### config.mk
export PLATFORM = sky130hd
export DESIGN_NAME = router_reg_param_flat
export DESIGN_NICKNAME = d
export VERILOG_FILES = /design/src/rtl/router_pkg.sv /design/src/rtl/router_reg_param_if.sv /design/src/rtl/router_parity_acc.sv /design/src/rtl/router_reg_param.sv /design/src/flat_wrapper.sv
export SDC_FILE = /design/constraint.sdc
export NUM_CORES = 1
export LEC_CHECK = 0
export ABC_AREA = 0
export CORE_MARGIN = 5
export CORE_UTILIZATION = 50
export DETAILED_ROUTE_END_ITERATION = 7
export PLACE_DENSITY = 0.74
export SLEW_MARGIN = 20
export SYNTH_ARGS = -nofsm -noshare
export SYNTH_HDL_FRONTEND = slang
export SYNTH_SLANG_ARGS = --single-unit
### constraint.sdc
create_clock -name clock -period 3.4 [get_ports clock]
set_input_delay 0.51 -clock clock [delete_from_list [all_inputs] [get_ports clock]]
set_output_delay 0.51 -clock clock [all_outputs]
set_load 0.02 [all_outputs]
### src/rtl/router_pkg.sv
// Shared constants and helpers for the router register stage.
// Latency: n/a (package only).
// Backpressure: n/a (package only).
package router_pkg;

    localparam int DEF_DATA_W = 8;
    localparam int DEF_ADDR_W = 2;
    localparam int DEF_CNT_W  = 4;

    // Parity coverage selection
    localparam int PAR_ALL     = 0;  // header + payload
    localparam int PAR_PAYLOAD = 1;  // payload only

    // Width of the header length field that sits above the address bits
    function automatic int len_w(input int data_w, input int addr_w);
        return data_w - addr_w;
    endfunction

endpackage

### src/rtl/router_reg_param_if.sv
// FSM/source/FIFO-side bundle for the router register stage.
// Latency: n/a (wires only).
// Backpressure: fifo_full from the destination, echoed by the FSM state inputs.
interface router_reg_param_if
    import router_pkg::*;
#(
    parameter int DATA_W = DEF_DATA_W,
    parameter int CNT_W  = DEF_CNT_W
) ();

    logic              pkt_valid;
    logic              fifo_full;
    logic              detect_add;
    logic              lfd_state;
    logic              ld_state;
    logic              laf_state;
    logic              full_state;
    logic              rst_int_reg;
    logic [DATA_W-1:0] data_in;

    logic [DATA_W-1:0] dout;
    logic              err;
    logic              len_err;
    logic              parity_done;
    logic              low_packet_valid;
    logic [CNT_W-1:0]  err_count;

    // Source/FSM side
    modport master (
        output pkt_valid, fifo_full, detect_add, lfd_state, ld_state,
               laf_state, full_state, rst_int_reg, data_in,
        input  dout, err, len_err, parity_done, low_packet_valid, err_count
    );

    // Register stage side
    modport slave (
        input  pkt_valid, fifo_full, detect_add, lfd_state, ld_state,
               laf_state, full_state, rst_int_reg, data_in,
        output dout, err, len_err, parity_done, low_packet_valid, err_count
    );

endinterface

### src/rtl/router_parity_acc.sv
// Running XOR parity and saturating payload byte counter for one packet.
// Latency: 1 cycle from enable to updated parity/count.
// Backpressure: none; caller gates i_pay_en when the byte must not count.
module router_parity_acc #(
    parameter int DATA_W = 8,
    parameter int LEN_W  = 6
) (
    input  logic              clock,
    input  logic              reset,
    input  logic              i_clr,
    input  logic              i_hdr_en,
    input  logic [DATA_W-1:0] i_hdr,
    input  logic              i_pay_en,
    input  logic [DATA_W-1:0] i_pay,
    output logic [DATA_W-1:0] o_parity,
    output logic [LEN_W-1:0]  o_pay_cnt
);

    logic [DATA_W-1:0] r_parity;
    logic [LEN_W-1:0]  r_pay_cnt;
    logic [DATA_W-1:0] w_hdr_term;
    logic [DATA_W-1:0] w_pay_term;

    assign w_hdr_term = i_hdr_en ? i_hdr : '0;
    assign w_pay_term = i_pay_en ? i_pay : '0;

    // Accumulate parity and count payload; a new header restarts both
    always_ff @(posedge clock) begin
        if (reset || i_clr) begin
            r_parity  <= '0;
            r_pay_cnt <= '0;
        end else begin
            r_parity <= r_parity ^ w_hdr_term ^ w_pay_term;
            if (i_pay_en && (r_pay_cnt != '1))
                r_pay_cnt <= r_pay_cnt + 1'b1;
        end
    end

    assign o_parity  = r_parity;
    assign o_pay_cnt = r_pay_cnt;

endmodule

### src/rtl/router_reg_param.sv
// Packet register stage: header latch, payload stream, parity and length checks.
// Latency: dout 1 cycle after the qualifying FSM state; checks 1 cycle after parity_done rises.
// Backpressure: a byte arriving while fifo_full is parked in full_byte and replayed in laf_state.
module router_reg_param
    import router_pkg::*;
#(
    parameter int DATA_W      = DEF_DATA_W,
    parameter int ADDR_W      = DEF_ADDR_W,
    parameter int PARITY_MODE = PAR_ALL,
    parameter int CNT_W       = DEF_CNT_W
) (
    input  logic              clock,
    input  logic              reset,
    router_reg_param_if.slave bus
);

    localparam int LEN_W = len_w(DATA_W, ADDR_W);

    logic [DATA_W-1:0] r_dout;
    logic [DATA_W-1:0] r_hold_hdr;
    logic [DATA_W-1:0] r_full_byte;
    logic [DATA_W-1:0] r_pkt_parity;
    logic              r_err;
    logic              r_len_err;
    logic              r_parity_done;
    logic              r_parity_done_d;
    logic              r_low_pkt_vld;
    logic [CNT_W-1:0]  r_err_count;

    logic              w_hdr_cap;
    logic              w_hdr_en;
    logic              w_pay_en;
    logic              w_check;
    logic              w_err_nxt;
    logic              w_len_err_nxt;
    logic [DATA_W-1:0] w_int_parity;
    logic [LEN_W-1:0]  w_pay_cnt;

    assign w_hdr_cap     = bus.detect_add && bus.pkt_valid;
    assign w_hdr_en      = bus.lfd_state && (PARITY_MODE == PAR_ALL);
    assign w_pay_en      = bus.ld_state && bus.pkt_valid && !bus.full_state;
    assign w_check       = r_parity_done && !r_parity_done_d;
    assign w_err_nxt     = (w_int_parity != r_pkt_parity);
    assign w_len_err_nxt = (w_pay_cnt != r_hold_hdr[DATA_W-1:ADDR_W]);

    router_parity_acc #(
        .DATA_W (DATA_W),
        .LEN_W  (LEN_W)
    ) u_parity_acc (
        .clock     (clock),
        .reset     (reset),
        .i_clr     (w_hdr_cap),
        .i_hdr_en  (w_hdr_en),
        .i_hdr     (r_hold_hdr),
        .i_pay_en  (w_pay_en),
        .i_pay     (bus.data_in),
        .o_parity  (w_int_parity),
        .o_pay_cnt (w_pay_cnt)
    );

    // FIFO byte: header on lfd, live byte when accepted, parked byte after full, else hold
    always_ff @(posedge clock) begin
        if (reset)
            r_dout <= '0;
        else if (bus.lfd_state)
            r_dout <= r_hold_hdr;
        else if (bus.ld_state && !bus.fifo_full)
            r_dout <= bus.data_in;
        else if (bus.laf_state)
            r_dout <= r_full_byte;
    end

    // Capture header, the byte refused by a full FIFO, and the trailing parity byte
    always_ff @(posedge clock) begin
        if (reset) begin
            r_hold_hdr   <= '0;
            r_full_byte  <= '0;
            r_pkt_parity <= '0;
        end else begin
            if (w_hdr_cap)
                r_hold_hdr <= bus.data_in;
            if (bus.ld_state && bus.fifo_full)
                r_full_byte <= bus.data_in;
            if (bus.ld_state && !bus.pkt_valid && !bus.fifo_full)
                r_pkt_parity <= bus.data_in;
        end
    end

    // End-of-packet flags; clears take priority over sets
    always_ff @(posedge clock) begin
        if (reset) begin
            r_parity_done   <= 1'b0;
            r_parity_done_d <= 1'b0;
            r_low_pkt_vld   <= 1'b0;
        end else begin
            r_parity_done_d <= r_parity_done;
            if (bus.detect_add)
                r_parity_done <= 1'b0;
            else if ((bus.ld_state && !bus.fifo_full && !bus.pkt_valid) ||
                     (bus.laf_state && r_low_pkt_vld && !r_parity_done))
                r_parity_done <= 1'b1;
            if (bus.rst_int_reg)
                r_low_pkt_vld <= 1'b0;
            else if (bus.ld_state && !bus.pkt_valid)
                r_low_pkt_vld <= 1'b1;
        end
    end

    // Parity and length verdicts, taken once as parity_done rises
    always_ff @(posedge clock) begin
        if (reset) begin
            r_err     <= 1'b0;
            r_len_err <= 1'b0;
        end else if (w_hdr_cap) begin
            r_err     <= 1'b0;
            r_len_err <= 1'b0;
        end else if (w_check) begin
            r_err     <= w_err_nxt;
            r_len_err <= w_len_err_nxt;
        end
    end

    // Saturating count of packets failing either check; only reset clears it
    always_ff @(posedge clock) begin
        if (reset)
            r_err_count <= '0;
        else if (w_check && (w_err_nxt || w_len_err_nxt) && (r_err_count != '1))
            r_err_count <= r_err_count + 1'b1;
    end

    assign bus.dout             = r_dout;
    assign bus.err              = r_err;
    assign bus.len_err          = r_len_err;
    assign bus.parity_done      = r_parity_done;
    assign bus.low_packet_valid = r_low_pkt_vld;
    assign bus.err_count        = r_err_count;

endmodule

### src/flat_wrapper.sv
// flat-port wrapper written by rule: the top's interface ports become plain ports
module router_reg_param_flat import router_pkg::*;
#(
    parameter int DATA_W      = DEF_DATA_W,
    parameter int ADDR_W      = DEF_ADDR_W,
    parameter int PARITY_MODE = PAR_ALL,
    parameter int CNT_W       = DEF_CNT_W
)
  (clock, reset, bus_pkt_valid, bus_fifo_full, bus_detect_add, bus_lfd_state, bus_ld_state, bus_laf_state, bus_full_state, bus_rst_int_reg, bus_data_in, bus_dout, bus_err, bus_len_err, bus_parity_done, bus_low_packet_valid, bus_err_count);
  router_reg_param_if #(.DATA_W(DATA_W), .CNT_W(CNT_W)) bus_i ();
  input  logic clock;
  input  logic reset;
  input wire logic [$bits(bus_i.pkt_valid)-1:0] bus_pkt_valid;
  input wire logic [$bits(bus_i.fifo_full)-1:0] bus_fifo_full;
  input wire logic [$bits(bus_i.detect_add)-1:0] bus_detect_add;
  input wire logic [$bits(bus_i.lfd_state)-1:0] bus_lfd_state;
  input wire logic [$bits(bus_i.ld_state)-1:0] bus_ld_state;
  input wire logic [$bits(bus_i.laf_state)-1:0] bus_laf_state;
  input wire logic [$bits(bus_i.full_state)-1:0] bus_full_state;
  input wire logic [$bits(bus_i.rst_int_reg)-1:0] bus_rst_int_reg;
  input wire logic [$bits(bus_i.data_in)-1:0] bus_data_in;
  output wire logic [$bits(bus_i.dout)-1:0] bus_dout;
  output wire logic [$bits(bus_i.err)-1:0] bus_err;
  output wire logic [$bits(bus_i.len_err)-1:0] bus_len_err;
  output wire logic [$bits(bus_i.parity_done)-1:0] bus_parity_done;
  output wire logic [$bits(bus_i.low_packet_valid)-1:0] bus_low_packet_valid;
  output wire logic [$bits(bus_i.err_count)-1:0] bus_err_count;
  assign bus_i.pkt_valid = bus_pkt_valid;
  assign bus_i.fifo_full = bus_fifo_full;
  assign bus_i.detect_add = bus_detect_add;
  assign bus_i.lfd_state = bus_lfd_state;
  assign bus_i.ld_state = bus_ld_state;
  assign bus_i.laf_state = bus_laf_state;
  assign bus_i.full_state = bus_full_state;
  assign bus_i.rst_int_reg = bus_rst_int_reg;
  assign bus_i.data_in = bus_data_in;
  assign bus_dout = bus_i.dout;
  assign bus_err = bus_i.err;
  assign bus_len_err = bus_i.len_err;
  assign bus_parity_done = bus_i.parity_done;
  assign bus_low_packet_valid = bus_i.low_packet_valid;
  assign bus_err_count = bus_i.err_count;
  router_reg_param #(.DATA_W(DATA_W), .ADDR_W(ADDR_W), .PARITY_MODE(PARITY_MODE), .CNT_W(CNT_W)) u_core (.clock(clock), .reset(reset), .bus(bus_i));
endmodule
## Word level (Yosys, flattened, before mapping)

Cells that the tools add are included.

| word-level totals | value |
|---|---|
| word-level logic and storage cells | 51 |
| input bits | 18 |
| register bits | 55 |
| output and inout port bits | 16 |

| cells by class | value |
|---|---|
| equal/unequal tests | 4 |
| reduce and logical (&&, ||, !) cells | 26 |
| multiplexer cells | 5 |
| bitwise operators | 2 |
| add/sub/neg operators | 2 |

Operators with widths:

| kind | number |
|---|---|
| 2-to-1 mux 8 bit | 5 |
| bitwise XOR 8 bit | 2 |
| logical AND 1 bit | 14 |
| != test 8 bit | 1 |
| adder 6 x 1 -> 6 bit (second input constant) | 1 |
| != test 6 bit | 1 |
| != test 6 bit (second input constant) | 1 |
| OR reduction 2 bit | 3 |
| zero test 1 bit | 5 |
| adder 4 x 1 -> 4 bit (second input constant) | 1 |
| != test 4 bit (second input constant) | 1 |
| logical OR 1 bit | 3 |
| nonzero test 3 bit | 1 |

## Logic depth before layout (Yosys ltp)

Gate-level depths: netlist of the first run.

| depth | value |
|---|---|
| word-level depth | 4 |
| mapped depth | 8 |
| gate-level depth less buffers | 6 |

## By module

A second synthesis of the first run with hierarchy kept.

| second synthesis, totals | value |
|---|---|
| cells, all modules | 309 |
| area, all modules | 2567.5 um^2 |

Modules (own cells, without submodules):

| module | times used | area an instance (um^2) | sequential area each (um^2) | cells an instance |
|---|---|---|---|---|
| router_reg_param | 1 | 1878.1 | 820.8 | 229 |
| router_parity_acc | 1 | 689.4 | 280.3 | 80 |

## Worst setup path after synthesis of the first run

No wires, ideal clock.

| path | value |
|---|---|
| path kind | input -> register |
| from | input port bus_fifo_full |
| to | register u_core.r_parity_done (netlist: u_core.bus.parity_done) |
| library setup time | 0.078 ns |
| setup slack | 1.810 ns |
| data required time | 3.322 ns |
| arrival | 1.512 ns |
| path buffers | 3 |
| cell stages on the path | 7 |
| cells stage by stage | buf_2 > nand2b_1 > buf_2 > buf_2 > nor2_2 > a211oi_1 > nor3_1 |

| on the way | value |
|---|---|
| word-level cells in the longest chain between the ends | 4 |

RTL lines:

| item | line | RTL |
|---|---|---|
| from (decl) | flat_wrapper.sv:14 | `input wire logic [$bits(bus_i.fifo_full)-1:0] bus_fifo_full;` |
| zero test 1 bit | router_reg_param.sv:99 | `else if ((bus.ld_state && !bus.fifo_full && !bus.pkt_valid) \|\|` |
| logical AND 1 bit (2 in a row) | router_reg_param.sv:99 |  |
| logical OR 1 bit | router_reg_param.sv:99 |  |
| to (signal assigned) | router_reg_param.sv:92 | `r_parity_done <= 1'b0;` |
| to (signal assigned) | router_reg_param.sv:98 | `r_parity_done <= 1'b0;` |
| to (signal assigned) | router_reg_param.sv:101 | `r_parity_done <= 1'b1;` |
| to (decl) | router_reg_param.sv:25 | `logic r_parity_done;` |

Every way passes these cells.
A chain may end at the register's enable or synchronous reset.

## Worst setup path in the final report of the first run

| path | value |
|---|---|
| from | input port bus_ld_state |
| to | register u_core.u_parity_acc.r_pay_cnt[5] (netlist: u_core.u_parity_acc.o_pay_cnt[5]) |

| on the way | value |
|---|---|
| word-level cells in the longest chain between the ends | 3 |

RTL lines:

| item | line | RTL |
|---|---|---|
| from (decl) | flat_wrapper.sv:17 | `input wire logic [$bits(bus_i.ld_state)-1:0] bus_ld_state;` |
| logical AND 1 bit (2 in a row) | router_reg_param.sv:41 | `assign w_pay_en = bus.ld_state && bus.pkt_valid && !bus.full_state;` |
| logical AND 1 bit | router_parity_acc.sv:34 | `if (i_pay_en && (r_pay_cnt != '1))` |
| to (signal assigned) | router_parity_acc.sv:35 | `r_pay_cnt <= r_pay_cnt + 1'b1;` |
| to (decl) | router_parity_acc.sv:20 | `logic [LEN_W-1:0] r_pay_cnt;` |

Every way passes these cells.

==> results of run 1 <==
-- metal layers --
layer  track usage  wire [µm]  up-vias
met5             0          0        -
met4        0.0709        101        0
met3        0.0466        258        9
met2         0.321       2780       38
met1         0.243       2640      996
li1              -          -     1074
-- final cells by class --
cell class	instances	area [µm²]	area share
inverters	4	15.0	0.00501
well taps	67	83.8	0.0280
clock buffers	6	82.6	0.0276
clock inverters	2	35.0	0.0117
flip-flops and latches	55	1100	0.368
multi-input cells	223	1320	0.440
repair buffers	37	360	0.120
-- sequential cells by signal, indices dropped and copies added (netlist names), 4 cells and up --
| signal | count |
|---|---|
| u_core.bus.dout | 8 |
| u_core.r_full_byte | 8 |
| u_core.r_hold_hdr | 8 |
| u_core.r_pkt_parity | 8 |
| u_core.u_parity_acc.o_parity | 8 |
| u_core.u_parity_acc.o_pay_cnt | 6 |
| u_core.bus.err_count | 4 |
-- logic make-up after synthesis --
family                     share of synthesized area
xor gates and xnor gates                       0.115
AOI/OAI and AO/OA                              0.158
muxes                                         0.0140
buffers and inverters                         0.0364
DFF                                            0.439
adders and majority gates                    0.00997
and+or+nand+nor                                0.228
-- per-stage QoR --
step	setup WS, ns	area (µm²)	cells	util	hold slack, ns
CTS	1.32	3000	394	0.626	0.457
global route	1.12	3000	394	0.626	0.478
global placement	1.01	2880	386	0.601	0.444
finish	1.28	3000	394	0.626	0.455
floorplan	1.81	2510	300	-	0.431
detailed placement	0.982	2880	386	0.601	0.444
-- critical path: cells and delay by family --
family,cells,cell delay [ns]
AO/OA/AOI/OAI,1,0.06
buffers and inverters,1,0.68
AND/OR/NAND/NOR,4,1.05
-- synth_stat cells (7+ instances only) --
| cell | number |
|---|---|
| xor2_1 | 10 |
| nand2_1 | 50 |
| a21oi_1 | 25 |
| dfxtp_1 | 55 |
| o21ai_1 | 16 |
| nand3_1 | 19 |
| clkbuf_1 | 7 |
| nor2_1 | 20 |
| o21ai_0 | 9 |
| o211a_1 | 9 |
| nand3b_1 | 8 |
| buf_2 | 7 |
| xnor2_1 | 23 |
-- power groups by stage --
stage / registers [mW] / clock network [mW] / logic (mW)
5_1_grt: 0.690 / 0.491 / 0.209
3_3_place_gp: 0.702 / 0 / 0.188
3_5_place_dp: 0.702 / 0 / 0.191
6_report: 0.687 / 0.451 / 0.190
2_1_floorplan: 0.707 / 0 / 0.115
4_1_cts: 0.687 / 0.461 / 0.191
-- cells in the final DEF (no fill, tap or decap), drive strengths merged, types with 2 or more instances in the layout --
master / count
dfxtp: 55
nand2: 50
clkdlybuf4s50: 33
a21oi: 25
o21ai: 25
xnor2: 23
nor2: 22
nand3: 19
xor2: 10
o211a: 9
nand3b: 8
clkbuf: 6
inv: 4
nor3: 4
nand2b: 4
a211oi: 4
nand4: 4
buf: 4
nor2b: 3
mux2i: 2
ha: 2
-- worst paths after layout --
check / from / to / slack (ns) / depth (start not counted)
hold / removal: u_core.r_full_byte[0] / u_core.r_full_byte[0] / 0.46 / 2
hold reg to reg: u_core.r_full_byte[0] / u_core.r_full_byte[0] / 0.46 / 2
setup / recovery: bus_ld_state / u_core.u_parity_acc.o_pay_cnt[5] / 1.28 / 6
setup reg to reg: u_core.u_parity_acc.o_pay_cnt[4] / u_core.bus.err_count[0] / 1.72 / 5
==> reports/qor.yml, run 1 <==
holdCritPathClass: "flop to flop"
syn_inst: 300
synth_cell_types: 32
hpwl_um: 4180
synth.cell_area_um2: 2510
core_um2: 4790
grt_pass1_vias: 2014
cp.arrival_ns: 2.30
drc: 0
max_freq_ghz: 0.473
end_kind: "flop"
synth_top_area_cell: "dfxtp_1"
die_y_um: 80.9
crit_fanout: 12
combPwrFrac: 0.143
via_per_inst: 5.37
fp.dieArea_um2: 6540
fin_crit_ns: 2.12
start_util: 0.524
rows: 25
vias: 2117
slew_headroom: 0.542
worst_slew_pin_slew_ns: 0.686
io_buffers: 33
cp.required_ns: 3.58
wire_per_inst_um: 14.7
p_leak_nw: 1.10
grt_overflow: 0
die_x_um: 80.9
ys.flop_type: "dfxtp_1"
async_flop_share: 0
power_per_cell_area_nw_per_um2: 443
finClkSkew_ns: 0.00774
power.total_mw: 1.33
run_status: "completed"
finalCritPeriodShare: 0.622
synth_edf_count: 0
ys_top_cells_by_area: "dfxtp_1, xnor2_1, nand2_1"
cell_internal_pwr_mw: 0.991
drtIter0Drc: 77
cts.repair.resized: 0
numCtsBuffers: 5
syn_to_final_growth_pct: 19.3
cap_violations: 0
yosysTopAreaCellShare: 0.439
slowest_stage: "clkdlybuf4s50_1"
irDropWorstVdd_mv: 0.274
cp-start-kind: "primary input"
grt_antenna_before_repair: 0
p_sw_frac: 0.254
clock-sinks: 55
nets: 346
cts-hold-fix-buffers: 0
place.gp.congestion: 0.843
p_seq_frac: 0.517
grt_usage: 0.193
ys_warn_count: 0
slew_viol_final: 0
critPathMaxStageDelay_ns: 0.68
setup_viol: 0
clockPowerShare: 0.340
num-fill-cells: 429
cts-root-buf: "clkbuf_8"
n_antenna_cell: 0
syn-num-nets: 320
synth.avg_cell_area_um2: 8.37
grt_pass1_wl_um: 9610
tns_ns: 0
insertion_delay_ns: 0.31
post-cts-setup-buffers: 0
synth-seq-area-share: 0.439
cts_buffer_depth: 2
hold_viol: 0
drive_gt1_frac: 0.0489
wl_um: 5780
crit_type: "primary input to flop"
switchingPower_mw: 0.337
rsz0062_at_grt: "false"
ios: 34
ant_nets: 0
htreeDepth: 2
cts_tree: "done"
ys_ff_latch: 55
path_cells: "clkdlybuf4s50_1 > and3b_1 > and4_1 > nand3_1 > nor3_1 > a211oi_1"
grt_max_degree: 32
clkTransAtPathRegs_ns: 0.09
first_pass_iters: 4
Note: power is estimated with default switching activity, not from simulation.
==> inputs of run 2 (changes only) <==
==> constraint.sdc (replaced) <==
create_clock -name clock -period 2 [get_ports clock]
set_input_delay 0.3 -clock clock [delete_from_list [all_inputs] [get_ports clock]]
set_output_delay 0.3 -clock clock [all_outputs]
set_load 0.02 [all_outputs]
==> run 2 against run 1 <==
Flip-flop and latch count unchanged. Hold slack better by 0.00089 ns. Clock power up 48%. Count of clock-buffer cells in the layout up 2. Global-route usage up 0.23 points. Cell area up 1.7%. Critical path type is now flop to flop. Critical endpoint is now u_core.bus.err_count[0]. Largest power group unchanged.
==> reports/qor.yml, run 2 (synthesized netlist as in run 1, its figures left out) <==
run_status: "completed"
power_per_cell_area_nw_per_um2: 714
cts_tree: "done"
ff2ff_path_depth: 5
crit_path_start: "u_core.u_parity_acc.o_pay_cnt[4]"
grt_pass1_wl_um: 9870
post-cts-setup-buffers: 0
crit_end: "u_core.bus.err_count[0]"
slowest_stage: "dfxtp_1"
hold_viol: 0
crit_type: "flop to flop"
insertion_delay_ns: 0.31
max_freq_ghz: 0.583
setup_viol: 0
cp.arrival_ns: 1.92
start_util: 0.524
numCtsBuffers: 5
cp-start-kind: "flop"
wire_per_inst_um: 14.5
wl_um: 5840
path_cells: "xnor2_1 > nand4_1 > nor4_4 > nor2_2 > mux2_4"
nets: 355
cts-hold-fix-buffers: 0
power.total_mw: 2.17
drtIter0Drc: 205
final_cell_mix: "dfxtp_1, nand2_1, clkdlybuf4s50_1, a21oi_1, xnor2_1"
num-fill-cells: 443
grt_max_degree: 27
via_per_inst: 5.40
clkTransAtPathRegs_ns: 0.10
multi_input_area_um2: 1320
cts.repair.resized: 0
cap_violations: 0
ios: 34
syn_to_final_growth_pct: 21.3
cp.required_ns: 2.20
rrSetupSlack_ns: 0.29
crit_fanout: 5
vias: 2176
grt_antenna_before_repair: 0
grt_pass1_vias: 2063
final_common_cell: "dfxtp_1"
die_y_um: 80.9
seqCellArea_um2: 1100
die_x_um: 80.9
finalCritPeriodShare: 0.857
fin_crit_ns: 1.71
finClkSkew_ns: 0.00625
hpwl_um: 4370
worst_slew_pin_slew_ns: 0.459
fp.dieArea_um2: 6540
first_pass_iters: 4
htreeDepth: 2
timing.rr.end: "u_core.bus.err_count[0]"
clock-sinks: 55
end_kind: "flop"
n_antenna_cell: 0
drive_gt1_frac: 0.0714
place.gp.congestion: 0.859
cts-root-buf: "clkbuf_8"
rows: 25
io_buffers: 33
r2r_start: "u_core.u_parity_acc.o_pay_cnt[4]"
cts_buffer_depth: 2
slew_viol_final: 0
core_um2: 4790
irDropWorstVdd_mv: 0.433
rsz0062_at_grt: "false"
tns_ns: 0
whs_ns: 0.456
grt_usage: 0.196
drc: 0
ant_nets: 0
critPathMaxStageDelay_ns: 0.44
holdCritPathClass: "flop to flop"
p_leak_nw: 1.13
slew_headroom: 0.693
grt_overflow: 0
==> run 2: cell types whose count changed in the layout (fill, tap and decap cells not counted) <==
cell | before | now
buf_4 | 4 | 13
clkbuf_8 | 6 | 7
clkbuf_1 | 0 | 1
bufinv_16 | 1 | 0
clkinv_2 | 1 | 0
==> run 2: worst min path at each step <==
stage / start / to / cells past startpoint
6_report: u_core.r_full_byte[4] / u_core.r_full_byte[4] / 2
2_1_floorplan: bus_rst_int_reg / u_core.bus.low_packet_valid / 1
3_3_place_gp: u_core.r_full_byte[4] / u_core.r_full_byte[4] / 2
5_1_grt: u_core.r_full_byte[1] / u_core.r_full_byte[1] / 2
4_1_cts: u_core.r_full_byte[4] / u_core.r_full_byte[4] / 2
3_5_place_dp: u_core.r_full_byte[4] / u_core.r_full_byte[4] / 2
==> run 2: cell type report <==
type	count	area share
clock buffers	8	0.0329
inverters	4	0.00493
multi-input cells	223	0.433
flip-flops and latches	55	0.362
well taps	67	0.0275
repair buffers	46	0.141
==> run 2: worst max-delay path, delay by kind of cell, from the launching register on <==
kind / cells / cell delay (ns)
DFF: 1 / 0.44
and+or+nand+nor: 3 / 0.73
muxes: 1 / 0.30
xor gates and xnor gates: 1 / 0.15
==> run 2: layer usage <==
layer / share of wire / GRT usage / vias up
li1: - / - / 1088
met3: 0.070 / 0.0466 / 2
met5: 0 / 0 / -
met4: 0.0024 / 0.0372 / 0
met1: 0.44 / 0.252 / 1024
met2: 0.48 / 0.334 / 62
==> run 2: where the power goes <==
| part | internal, mW | switching, mW | leakage [nW] | total (mW) |
|---|---|---|---|---|
| clock | 0.317 | 0.350 | 0.0515 | 0.667 |
| sequential | 1.14 | 0.0300 | 0.448 | 1.17 |
| combinational | 0.154 | 0.185 | 0.635 | 0.339 |
==> run 2: per-stage QoR <==
step                      setup slack, ns  utilization  instance area [µm²]  std cells
after floorplan                     0.439            -                 2510        300
after global placement              0.255        0.615                 2950        395
after detailed placement            0.242        0.615                 2950        395
after CTS                           0.273        0.636                 3050        403
after global routing                0.166        0.636                 3050        403
final                               0.285        0.636                 3050        403
